### src/rtl/tmds_decoder.sv
// TMDS receive channel decoder: finds 10b symbol alignment from control-token
// runs during blanking, then decodes symbols into pixel bytes or sync bits.
module tmds_decoder #(
  parameter int unsigned LOCK_COUNT     = 16,
  parameter int unsigned SEARCH_TIMEOUT = 2048,
  parameter int unsigned LOSS_TIMEOUT   = 4096
) (
  input  logic       clk,
  input  logic       rst_n,
  input  logic [9:0] raw_in,
  output logic [7:0] data_out,
  output logic       de_out,
  output logic [1:0] ctrl_out,
  output logic       locked,
  output logic [3:0] offset
);

  localparam int unsigned MW = $clog2(LOCK_COUNT + 1);
  localparam int unsigned TW = $clog2(SEARCH_TIMEOUT);
  localparam int unsigned GW = $clog2(LOSS_TIMEOUT + 1);

  typedef enum logic {S_SEARCH, S_LOCKED} state_t;

  state_t        state, state_nxt;
  logic [9:0]    raw_prev;
  logic [MW-1:0] match_cnt, match_nxt, match_inc;
  logic [TW-1:0] search_timer, timer_nxt;
  logic [GW-1:0] gap_cnt, gap_nxt, gap_inc;
  logic [3:0]    offset_nxt;

  logic [19:0]   combined;
  logic [9:0]    window;
  logic          is_ctrl;
  logic [1:0]    tok_bits;
  logic [7:0]    m;
  logic [7:0]    dec;

  logic [7:0]    data_nxt;
  logic          de_nxt;
  logic [1:0]    ctrl_nxt;
  logic          locked_nxt;

  // Window at the current offset; offset 0 is exactly the previous word.
  assign combined  = {raw_in, raw_prev};
  assign window    = 10'(combined >> offset);
  assign match_inc = match_cnt + MW'(1);
  assign gap_inc   = gap_cnt + GW'(1);

  always_comb begin
    is_ctrl  = 1'b0;
    tok_bits = 2'b00;
    case (window)
      10'b1101010100: begin is_ctrl = 1'b1; tok_bits = 2'b00; end
      10'b0010101011: begin is_ctrl = 1'b1; tok_bits = 2'b01; end
      10'b0101010100: begin is_ctrl = 1'b1; tok_bits = 2'b10; end
      10'b1010101011: begin is_ctrl = 1'b1; tok_bits = 2'b11; end
      default: ;
    endcase
  end

  // Undo optional inversion (bit 9), then XOR/XNOR chaining (bit 8).
  always_comb begin
    m      = window[9] ? ~window[7:0] : window[7:0];
    dec    = 8'h00;
    dec[0] = m[0];
    for (int i = 1; i < 8; i++) begin
      dec[i] = window[8] ? (m[i] ^ m[i-1]) : ~(m[i] ^ m[i-1]);
    end
  end

  always_comb begin
    state_nxt  = state;
    offset_nxt = offset;
    match_nxt  = match_cnt;
    timer_nxt  = search_timer;
    gap_nxt    = gap_cnt;
    data_nxt   = 8'h00;
    de_nxt     = 1'b0;
    ctrl_nxt   = 2'b00;
    locked_nxt = 1'b0;

    case (state)
      S_SEARCH: begin
        match_nxt = is_ctrl ? match_inc : '0;
        timer_nxt = search_timer + TW'(1);
        // A completed run takes priority over the offset timeout.
        if (is_ctrl && (match_inc == MW'(LOCK_COUNT))) begin
          state_nxt = S_LOCKED;
          match_nxt = '0;
          timer_nxt = '0;
          gap_nxt   = '0;
        end else if (search_timer == TW'(SEARCH_TIMEOUT - 1)) begin
          offset_nxt = (offset == 4'd9) ? 4'd0 : offset + 4'd1;
          match_nxt  = '0;
          timer_nxt  = '0;
        end
      end
      S_LOCKED: begin
        gap_nxt = is_ctrl ? '0 : gap_inc;
        if (!is_ctrl && (gap_inc == GW'(LOSS_TIMEOUT))) begin
          state_nxt = S_SEARCH;
          match_nxt = '0;
          timer_nxt = '0;
          gap_nxt   = '0;
        end
      end
    endcase

    if (state_nxt == S_LOCKED) begin
      locked_nxt = 1'b1;
      de_nxt     = ~is_ctrl;
      data_nxt   = is_ctrl ? 8'h00 : dec;
      ctrl_nxt   = is_ctrl ? tok_bits : 2'b00;
    end
  end

  always_ff @(posedge clk or negedge rst_n) begin
    if (!rst_n) begin
      state        <= S_SEARCH;
      raw_prev     <= '0;
      offset       <= '0;
      match_cnt    <= '0;
      search_timer <= '0;
      gap_cnt      <= '0;
      data_out     <= '0;
      de_out       <= 1'b0;
      ctrl_out     <= '0;
      locked       <= 1'b0;
    end else begin
      state        <= state_nxt;
      raw_prev     <= raw_in;
      offset       <= offset_nxt;
      match_cnt    <= match_nxt;
      search_timer <= timer_nxt;
      gap_cnt      <= gap_nxt;
      data_out     <= data_nxt;
      de_out       <= de_nxt;
      ctrl_out     <= ctrl_nxt;
      locked       <= locked_nxt;
    end
  end

endmodule

### config.mk
export PLATFORM = sky130hd
export DESIGN_NAME = tmds_decoder
export DESIGN_NICKNAME = d
export VERILOG_FILES = /design/src/rtl/tmds_decoder.sv
export SDC_FILE = /design/constraint.sdc
export NUM_CORES = 1
export LEC_CHECK = 0
export BUFFER_PORTS_ARGS = -buffer_cell sky130_fd_sc_hd__buf_2
export CAP_MARGIN = 30
export CORE_ASPECT_RATIO = 0.6
export CORE_MARGIN = 2
export CORE_UTILIZATION = 45
export CTS_CLUSTER_DIAMETER = 30
export DETAILED_ROUTE_END_ITERATION = 12
export PLACE_DENSITY = 0.68
export SKIP_LAST_GASP = 1
export SYNTH_ARGS = -nofsm -noshare
export SYNTH_HDL_FRONTEND = slang
export SYNTH_SLANG_ARGS = --single-unit
### constraint.sdc
create_clock -name clk -period 4.6 [get_ports clk]
set_input_delay 0.23 -clock clk [delete_from_list [all_inputs] [get_ports clk]]
set_output_delay 0.23 -clock clk [all_outputs]
set_load 0.03 [all_outputs]
==> metrics.csv <==
stage,metric,value,unit
sta,RSZ-0062 raised after global routing,false,
finish,FILL cells,799,
route,Routed WL per cell,17.4,microns
global_routing,Total GRT Usage,20.0,%
placement,"worst slack, placed",0.439,ns
finish,diode count,0,
clock_tree,Post-CTS Setup Inserts,0,
sta,Setup TNS Final,0,ns
global_routing,vias in the first global route,2752,
status,status,finished clean,
global_routing,global-route wire length before repair,14.7,mm
placement,dpl hpwl,6.41,mm
clock_tree,post-CTS sizing,0,
route,DR iter-0 viols,325,
synthesis,Synth cell types,64,
global_routing,initial antenna violation count,0,
floorplan,CORE AREA,0.00846,sq mm
power_and_ir_drop,Max VDD drop,0.000249,V
floorplan,die height,76.1,microns
synthesis,Area contributors post-synth,"dfrtp_1 35%, mux4_2 8.7%, mux2i_1 5.4%",
worst_setup_path,reg2reg start,offset[1]$_DFFE_PN0P_,
synthesis,Syn Std Cell Area,0.00389,sq mm
clock_tree,hold_buf cts,0,
clock_tree,CTS root buffer,clkbuf_16,
synthesis,Synth Warn #,0,
finish,most frequent cells in the layout,"55 x dfrtp_1, 27 x nand2_1, 27 x buf_2",
sta,Fin. Hold Viols,0,
placement,Placer Congestion,0.962,
worst_setup_path,Setup crit start,offset[1]$_DFFE_PN0P_,
clock_tree,clock slew at reported path FFs,0.07,ns
sta,Slew Limit Fails,0,
synthesis,#FFs+latches synth,55,
synthesis,syn_nets,397,
finish,# nets final,417,
global_routing,gr ovfl total,0,
synthesis,"Seq/Total Area, Yosys",35.3,%
synthesis,"EDFF count, synth",0,
worst_setup_path,CP Launch Type,flip-flop,
power_and_ir_drop,Pwr Total,1130,uW
floorplan,Initial Utilization,46.1,%
finish,post-layout util,50.3,%
floorplan,FP Rows,26,
route,DR vias,2996,
synthesis,Mean Syn Cell Area,10.5,sq um
flow_run,max_cap viols,0,
synthesis,top_reg_cell synth,dfrtp_1,
clock_tree,CTS Buf Count,5,
synthesis,"area leader, netlist",dfrtp_1,
synthesis,Syn Inst Count,372,
clock_tree,# H-tree levels,2,
clock_tree,"Clk Latency, worst-skew pair",0.30,ns
clock_tree,CTS tree,done,
sta,Setup-failing EPs final,0,
route,via/cell ratio,5.94,
placement,Port-buffer cells,27,
hold_path,worst min path class,in2async,
sta,worst clock skew,0.00749,ns
sta,Setup WS post-layout,0.357,ns
power_and_ir_drop,Leakage,0.00193,uW
finish,"commonest non-fill, non-tap cell in the layout",dfrtp_1,
floorplan,DIE AREA,0.00944,sq mm
floorplan,Top Ports,28,
worst_setup_path,crit end category,flip-flop,
sta,Max Fclk,0.236,GHz
synthesis,asr flop ratio synth,100,%
route,Routed Antenna Nets,0,
synthesis,top cell type's share of synthesized area,35.3,%
route,total routed wirelength,8.77,mm
floorplan,die width,124,microns
route,TritonRoute pass-1 iters,5,
route,number of remaining DRC errors,0,
power_and_ir_drop,pwr dens,265,mW/mm^2
sta,Least-Margin Pin Slew,0.836,ns
finish,share of cells above drive strength 1,21.9,%
sta,Slew Limit Headroom,44.3,%
worst_setup_path,Max Fanout on Critical Path,17,
clock_tree,clock sinks,55,
worst_setup_path,worst endpoint required time,4.78,ns
sta,Final period util,92.2,%
global_routing,pin count of the biggest net entering global routing,56,
finish,area grow syn2layout,9.12,%
sta,worst hold slack,0.0477,ns
worst_setup_path,arrival time worst endpoint,4.43,ns
clock_tree,clock tree buffer depth,2,
sta,fin crit period,4.24,ns
worst_setup_path,Setup CP Type,reg2reg,
## cell families after synthesis
logic type,Yosys count,share of synthesized area (%)
adders and majority gates,13,4.18
and+or+nand+nor,137,19.9
AOI/OAI and AO/OA,63,13.8
buffers and inverters,37,4.88
DFF,55,35.3
muxes,47,17.3
xor gates and xnor gates,20,4.50
## layout make-up
class / count / area [sq um] / share of cell area, %
Clock buffer: 6 / 139 / 3.27
Clock inverter: 1 / 5.00 / 0.118
Inverter: 13 / 51.3 / 1.21
Multi-Input combinational cell: 280 / 2330 / 54.8
Sequential cell: 55 / 1380 / 32.4
Tap cell: 112 / 140 / 3.30
Timing Repair Buffer: 37 / 210 / 4.95
## report_power, final
part / switching, uW / total (uW) / leakage, uW / internal (uW)
combinational: 74.5 / 161 / 0.00115 / 86.3
clock: 172 / 386 / 0.0000727 / 213
sequential: 57.3 / 582 / 0.000713 / 525
total: 304 / 1130 / 0.00193 / 824
## path summary, 6_finish.rpt
check / endpoint / slack, ns / cells past startpoint
max in group asynchronous: search_timer[9]$_DFFE_PN0P_ / 4.06 / 2
min in group clk: raw_prev[8]$_DFF_PN0_ / 0.09 / 1
hold reg to reg: search_timer[9]$_DFFE_PN0P_ / 0.55 / 1
hold / removal: match_cnt[4]$_DFFE_PN0P_ / 0.05 / 2
setup reg to reg: gap_cnt[10]$_DFFE_PN0P_ / 0.36 / 13
setup / recovery: gap_cnt[10]$_DFFE_PN0P_ / 0.36 / 13
## worst max-delay path, cell delays in order, from the launching register on
cell and delay (ns):
dfrtp_1 0.80, buf_4 0.29, mux2_4 0.31, mux4_2 0.56, nor2_1 0.12, a31oi_1 0.10
inv_1 0.10, ha_1 0.15, and4_1 0.19, and2_1 0.21, a21oi_4 0.08, a21oi_2 0.48
nor2_2 0.29, a221o_1 0.43
## state kept, by name, indices dropped and copies added (netlist names), 2 cells and up
| name | cells |
|---|---|
| ctrl_out | 2 |
| gap_cnt | 13 |
| search_timer | 11 |
| offset | 4 |
| raw_prev | 10 |
| match_cnt | 5 |
| data_out | 8 |
## synthesized netlist by cell type, drive strengths merged, types with 11 or more instances
cell / number
nand2: 27
nand3: 14
dfrtp: 55
mux2i: 21
nor4: 12
xnor2: 15
mux4: 15
inv: 12
buf: 18
nor3: 12
ha: 13
nor2: 23
mux2: 11
## stage by stage
step           instances  cell area [sq um]
2_1_floorplan        372               3890
3_3_place_gp         497               4110
3_5_place_dp         497               4110
4_1_cts              504               4250
5_1_grt              504               4250
6_report             504               4250
## metal layers
metal | GRT usage (%) | wire [microns] | vias up
met4 | 5.06 | 76 | 0
met3 | 6.14 | 629 | 6
met1 | 33.9 | 4720 | 1485
li1 | - | - | 1430
met5 | 0 | 0 | -
met2 | 23.2 | 3350 | 75
Power figures use the tool's default switching activity.
